==> src/rtl/regfile_param_if.sv <==
// Register-file port bundle: write port, link path, read ports and status.
// master drives addresses/data (decode/writeback side), slave is the register file.
interface regfile_param_if #(
    parameter int WIDTH = 32,
    parameter int AW    = 5,
    parameter int NREAD = 2
);
    logic                   wr_en;
    logic [AW-1:0]          wr_addr;
    logic [WIDTH-1:0]       wr_data;
    logic                   link_en;
    logic [WIDTH-1:0]       pc_in;
    logic [NREAD*AW-1:0]    rd_addr;
    logic [NREAD*WIDTH-1:0] rd_data;
    logic [WIDTH-1:0]       jump_reg;
    logic [15:0]            wr_cnt;

    modport master (
        output wr_en, wr_addr, wr_data, link_en, pc_in, rd_addr,
        input  rd_data, jump_reg, wr_cnt
    );

    modport slave (
        input  wr_en, wr_addr, wr_data, link_en, pc_in, rd_addr,
        output rd_data, jump_reg, wr_cnt
    );
endinterface

==> src/rtl/regfile_param.sv <==
// Parametrised MIPS register file: NREAD combinational reads, data write, link write.
// Optional same-cycle write-to-read forwarding under `define REGFILE_BYPASS_EN.
module regfile_param #(
    parameter int WIDTH    = 32,
    parameter int DEPTH    = 32,
    parameter int AW       = $clog2(DEPTH),
    parameter int NREAD    = 2,
    parameter int LINK_REG = DEPTH - 1,
    parameter int PC_INC   = 4,
    parameter int ZERO_REG = 1
) (
    input logic            clk,
    input logic            rst_n,
    regfile_param_if.slave bus
);
    localparam logic [AW-1:0] LINK_IDX = AW'(LINK_REG);
    localparam bit            ZR       = (ZERO_REG != 0);

    logic [WIDTH-1:0] regs [DEPTH];
    logic [15:0]      cnt_q;
    logic [WIDTH-1:0] link_val;
    logic             wr_commit;
    logic             link_commit;
    logic [1:0]       n_commit;
    logic [16:0]      cnt_sum;

    // Link wins a collision on LINK_REG; writes to a hardwired-zero register never commit.
    always_comb begin
        link_val    = bus.pc_in + WIDTH'(PC_INC);
        link_commit = bus.link_en && !(ZR && LINK_IDX == '0);
        wr_commit   = bus.wr_en && !(ZR && bus.wr_addr == '0)
                      && !(bus.link_en && bus.wr_addr == LINK_IDX);
        n_commit    = {1'b0, wr_commit} + {1'b0, link_commit};
        cnt_sum     = {1'b0, cnt_q} + 17'(n_commit);
    end

    always_ff @(posedge clk or negedge rst_n) begin
        if (!rst_n) begin
            for (int unsigned i = 0; i < DEPTH; i++) begin
                regs[i] <= '0;
            end
            cnt_q <= '0;
        end else begin
            if (wr_commit) begin
                regs[bus.wr_addr] <= bus.wr_data;
            end
            if (link_commit) begin
                regs[LINK_IDX] <= link_val;
            end
            cnt_q <= cnt_sum[16] ? '1 : cnt_sum[15:0];
        end
    end

    for (genvar k = 0; k < NREAD; k++) begin : g_rd
        logic [AW-1:0]    a;
        logic [WIDTH-1:0] v;

        always_comb begin
            a = bus.rd_addr[k*AW +: AW];
            v = regs[a];
`ifdef REGFILE_BYPASS_EN
            // Forwarding is gated by rst_n so reads stay 0 while reset is held.
            if (rst_n && bus.link_en && a == LINK_IDX) begin
                v = link_val;
            end else if (rst_n && bus.wr_en && a == bus.wr_addr) begin
                v = bus.wr_data;
            end
`endif
            if (ZR && a == '0) begin
                v = '0;
            end
        end

        assign bus.rd_data[k*WIDTH +: WIDTH] = v;
    end

    assign bus.jump_reg = bus.rd_data[WIDTH-1:0];
    assign bus.wr_cnt   = cnt_q;
endmodule

==> src/flat_wrapper.sv <==
// flat-port wrapper written by rule: the top's interface ports become plain ports
module regfile_param_flat 
#(
    parameter int WIDTH    = 32,
    parameter int DEPTH    = 32,
    parameter int AW       = $clog2(DEPTH),
    parameter int NREAD    = 2,
    parameter int LINK_REG = DEPTH - 1,
    parameter int PC_INC   = 4,
    parameter int ZERO_REG = 1
)
  (clk, rst_n, bus_wr_en, bus_wr_addr, bus_wr_data, bus_link_en, bus_pc_in, bus_rd_addr, bus_rd_data, bus_jump_reg, bus_wr_cnt);
  regfile_param_if #(.WIDTH(WIDTH), .AW(AW), .NREAD(NREAD)) bus_i ();
  input logic clk;
  input logic rst_n;
  input wire logic [$bits(bus_i.wr_en)-1:0] bus_wr_en;
  input wire logic [$bits(bus_i.wr_addr)-1:0] bus_wr_addr;
  input wire logic [$bits(bus_i.wr_data)-1:0] bus_wr_data;
  input wire logic [$bits(bus_i.link_en)-1:0] bus_link_en;
  input wire logic [$bits(bus_i.pc_in)-1:0] bus_pc_in;
  input wire logic [$bits(bus_i.rd_addr)-1:0] bus_rd_addr;
  output wire logic [$bits(bus_i.rd_data)-1:0] bus_rd_data;
  output wire logic [$bits(bus_i.jump_reg)-1:0] bus_jump_reg;
  output wire logic [$bits(bus_i.wr_cnt)-1:0] bus_wr_cnt;
  assign bus_i.wr_en = bus_wr_en;
  assign bus_i.wr_addr = bus_wr_addr;
  assign bus_i.wr_data = bus_wr_data;
  assign bus_i.link_en = bus_link_en;
  assign bus_i.pc_in = bus_pc_in;
  assign bus_i.rd_addr = bus_rd_addr;
  assign bus_rd_data = bus_i.rd_data;
  assign bus_jump_reg = bus_i.jump_reg;
  assign bus_wr_cnt = bus_i.wr_cnt;
  regfile_param #(.WIDTH(WIDTH), .DEPTH(DEPTH), .AW(AW), .NREAD(NREAD), .LINK_REG(LINK_REG), .PC_INC(PC_INC), .ZERO_REG(ZERO_REG)) u_core (.clk(clk), .rst_n(rst_n), .bus(bus_i));
endmodule
==> config.mk <==
export PLATFORM = sky130hd
export DESIGN_NAME = regfile_param_flat
export DESIGN_NICKNAME = d
export VERILOG_FILES = /design/src/rtl/regfile_param_if.sv /design/src/rtl/regfile_param.sv /design/src/flat_wrapper.sv
export SDC_FILE = /design/constraint.sdc
export NUM_CORES = 2
export LEC_CHECK = 0
export ABC_AREA = 0
export CELL_PAD_IN_SITES_DETAIL_PLACEMENT = 1
export CELL_PAD_IN_SITES_GLOBAL_PLACEMENT = 2
export CORE_ASPECT_RATIO = 0.8
export CORE_MARGIN = 1.5
export CORE_UTILIZATION = 42
export CTS_CLUSTER_SIZE = 20
export DETAILED_ROUTE_END_ITERATION = 10
export GPL_ROUTABILITY_DRIVEN = 0
export PLACE_DENSITY_LB_ADDON = 0.1
export SLEW_MARGIN = 20
export SYNTH_ARGS = -nofsm -noshare
export SYNTH_HDL_FRONTEND = slang
export SYNTH_SLANG_ARGS = --single-unit
==> constraint.sdc <==
create_clock -name clk -period 2.2 [get_ports clk]
set_input_delay 0.33 -clock clk [delete_from_list [all_inputs] [get_ports clk]]
set_output_delay 0.33 -clock clk [all_outputs]
set_load 0.01 [all_outputs]
Word-level counts from Yosys, hierarchy flattened
Cells that the tools add are included.

word-level totals
  bits in registers = 1040
  bits of input ports = 83
  logic and storage cells = 68

cells by class
  add/subtract/negate cells = 3
  order comparisons = 4
  equal/unequal tests = 1
  muxes and demuxes = 14
  bitwise logic cells = 3
  reduce and logical (&&, ||, !) cells = 10

operator list
  kind                     number
  $bwmux W1024             1
  $bmux W32 S5             2
  $mux W32                 9
  $demux W32 S5            1
  $add A32 B3 Y32 const B  1
  $ge A6 B6 Y1 const B     3
  $not A5 Y6               3
  $add A16 B2 Y17          1
  $mux W16                 1
  $logic_not A5 Y1         3
  $lt A6 B1 Y1 const B     1
  $eq A5 B5 Y1 const B     1
  $logic_and A1 B1 Y1      4
  $add A1 B1 Y2            1
  $logic_not A1 Y1         2
  $reduce_bool A2 Y1       1

Longest topological paths before layout
  word-level depth = 8
  mapped depth = 12
  depth with buffers taken out = 10

Least setup slack after synthesis
No wires, ideal clock.

  path type = input to output
  start = input bus_rd_addr[1]
  end = output bus_rd_data[5]
  arrival time = 2.343 ns
  data required time = 1.870 ns
  setup slack = -0.473 ns
  stages = 9
  buffers on the path = 6
  cell sequence = buf_6 > buf_12 > buf_8 > buf_12 > clkbuf_8 > mux4_2 > mux2i_1 > a2111oi_0 > buf_4

on the way
  longest elaborated chain between the ends = 5
  elaborated cells between the ends (all ways) = 6
  classes of those cells = mux: 4; bitwise: 1; reduce/logical: 1

RTL lines
  what                                          line                 source
  start, declared                               flat_wrapper.sv:21   input wire logic [$bits(bus_i.rd_addr)-1:0] bus_rd_addr;
  $not A5 Y6 (not written as such)              regfile_param.sv:60  v = regs[a];
  $bmux W32 S5                                  regfile_param.sv:60
  $mux W32 (not written as such) (2 in series)  regfile_param.sv:60
  $mux W32 *                                    regfile_param.sv:69  if (ZR && a == '0) begin
  end, declared                                 flat_wrapper.sv:22   output wire logic [$bits(bus_i.rd_data)-1:0] bus_rd_data;

Mark *: on every way between the ends. The rest lies on a longest branch, timed or not. The select of a mux whose other input is x is not followed.

Worst setup path after layout
  start = input bus_rd_addr[6]
  end = output bus_rd_data[32]

The elaborated chain is that of the path after synthesis.

==> flow_summary.ini <==
[place]
numPortBuffers = 194
dp_cells = 6077
place_hpwl_mm = 154

[power]
ir_drop_uv = 745
p_per_area_nw_per_um2 = 854
leakagePower_uw = 0.0314

[die]
start_util_pct = 42.3
io_pins = 195
dieArea_sq_um = 137000
fp.dieH_microns = 332
row_count = 120
die_w_microns = 414
coreArea_sq_um = 134000

[timing]
final_max_slew_viol_count = 0
hold_ws_ns = 0.0754
period_minus_slack_ns = 3.10
fin_ws_ns = -0.900
hold_viol_final = 0
rsz0062_at_grt = true
finalClockSkew_ns = 0.00171
tns_ns = -62.60
period_share_pct = 141
fmax_ghz = 0.323
setup_violations = 96
worst_slew_pin_slew_ns = 0.754
max_slew_margin_pct = 49.4

[synthesis]
synth-edff-count = 0
yosysWarnings = 0
yosys.cell_count.top_type = dfrtp_1
synth_area_leaders = dfrtp_1, mux2_2, mux4_2, mux2i_1, clkbuf_1
synth_top_area_share_pct = 45.9
syn-instance-count = 3778
ys_types = 58
synth_commonest_cells = dfrtp_1, mux2_2, mux4_2
netlist_area_sq_um = 56700
avgSynthCellArea_sq_um = 15.0
yosysTopAreaCell = dfrtp_1
async_reset_ff_share_pct = 100
synth-seq-area-share_pct = 45.9
synthesis.nets = 3864
synth-seq-cells = 1040
ys.flop_type = dfrtp_1

[worst_setup_path]
criticalPathCategory = primary input to output port
critPathLaunch = bus_rd_addr[6]
rrSetupSlack_ns = 0.20
critPathArrivalTime_ns = 2.77
critical_path_required_ns = 1.87
timing.rr.start = u_core.bus.wr_cnt[0]
cp-start-kind = primary input
worstPathMaxFanout = 23
cp-end-kind = output port
endpoint = bus_rd_data[32]
reg2regPathDepth = 7
reg2reg_to = u_core.bus.wr_cnt[15]

[finish]
fill_cells = 12600
layout-drive-gt1-share_pct = 63.6
seq_area_sq_um = 26000
fin_nets = 4550
utilization_pct = 53.9
fin_cells = 6322
syn2layout_area_growth_pct = 27.4
multi_input_area_sq_um = 30100

[global_routing]
grt_pass1_vias = 43600
track_usage_pct = 32.7
antenna_found_initial = 4
grt_max_degree = 114
grt_pass1_wl_mm = 323
gr-total-overflow = 0

[clock_network]
cts-root-buf = clkbuf_16
cts.sinks = 1040
cts_buffers = 114
clk_latency_ns = 0.76
clock_path_buffers = 3
cts-htree-levels = 3
cts_tree = done
path_clk_slew_ns = 0.06

[drt]
wirelength_mm = 222
route.vias.total = 39900
drtPass1Iterations = 5
drt_iter0_markers = 3444
wl_per_cell_microns = 35.2
detail_route.vias_per_cell = 6.30
drc = 0
antenna_left = 0

[status]
outcome = finished with violations
violations = setup timing

[min_path]
hp-class = primary input to async pin

[flow_run]
max_cap_violations = 0
logic make-up after synthesis:
group | Yosys count | synth area share (%)
buf+inv | 462 | 4.51
fa+ha+maj | 3 | 0.0794
compound gates | 314 | 3.98
simple gates | 304 | 2.79
xor+xnor | 38 | 0.587
mux | 1617 | 42.2
flops | 1040 | 45.9
layer usage:
| layer | part of all wire, % | global-route usage (%) | wire length [microns] | vias up |
|---|---|---|---|---|
| li1 | - | - | - | 15900 |
| met1 | 43 | 46.2 | 96000 | 22000 |
| met2 | 47 | 51.6 | 105000 | 1579 |
| met3 | 5.9 | 5.10 | 13200 | 411 |
| met4 | 3.6 | 11.0 | 8110 | 0 |
| met5 | 0 | 0 | 0 | - |
worst min-delay path by stage:
stage	startpoint	end	slack, ns
6_report	rst_n	u_core.regs[249]	0.08
5_1_grt	rst_n	u_core.regs[121]	0.07
4_1_cts	rst_n	u_core.regs[215]	0.05
3_5_place_dp	rst_n	u_core.regs[215]	0.29
3_3_place_gp	rst_n	u_core.regs[217]	0.29
2_1_floorplan	rst_n	u_core.bus.wr_cnt[0]	0.03
repair_timing:
| action | in CTS | in global routing |
|---|---|---|
| gates cloned | 0 | 0 |
| resized for setup | 586 | 123 |
| hold endpoints to repair | 319 | 0 |
| setup buffers | 43 | 19 |
| endpoints found under the setup margin | 96 | 98 |
| hold buffers | 1 | 0 |
| pin swaps | 75 | 67 |
through the flow:
stage	setup WS, ns	total power [uW]	area, sq um
6_report	-0.900	61700	72200
5_1_grt	-0.974	64000	72200
4_1_cts	-0.928	61500	71700
3_5_place_dp	-1.17	40800	67000
3_3_place_gp	-1.15	39700	67000
2_1_floorplan	-0.109	34100	57400
power breakdown:
group          switching, uW  total [uW]  internal [uW]
registers               2860       25600          22700
clock network           8640       20100          11400
logic                   6600       16000           9420
total                  18100       61700          43600
cells in the final DEF, fill, tap and decap left out, types with 63 or more instances in the layout:
master	instances
clkdlybuf4s50_1	86
clkbuf_16	114
buf_6	63
buf_12	157
mux4_2	496
dfrtp_1	1033
buf_4	641
mux2_2	975
buf_2	70
mux2i_1	86
nor2b_1	69
flip-flops by register name, indices dropped and copies added, names as in the netlist:
register and cells:
u_core.bus.wr_cnt 16, u_core.regs 1024
final cells by class:
cell class | instances | area share (%)
timing repair buffer | 1025 | 13.8
clock buffer | 156 | 4.51
multi-input combinational | 2276 | 41.7
inverter | 7 | 0.0364
antenna | 3 | 0.0104
clock inverter | 46 | 0.830
sequential | 1040 | 36.0
tap | 1769 | 3.06
worst max-delay path, stage by stage:
cell      delay, ns
buf_8          0.19
buf_12         0.26
buf_4          0.24
buf_4          0.17
mux4_2         0.50
nor2b_1        0.14
a211oi_1       0.25
a211o_1        0.25
a21oi_1        0.07
buf_4          0.18
buf_6          0.13
(Power assumes the default switching activity.)
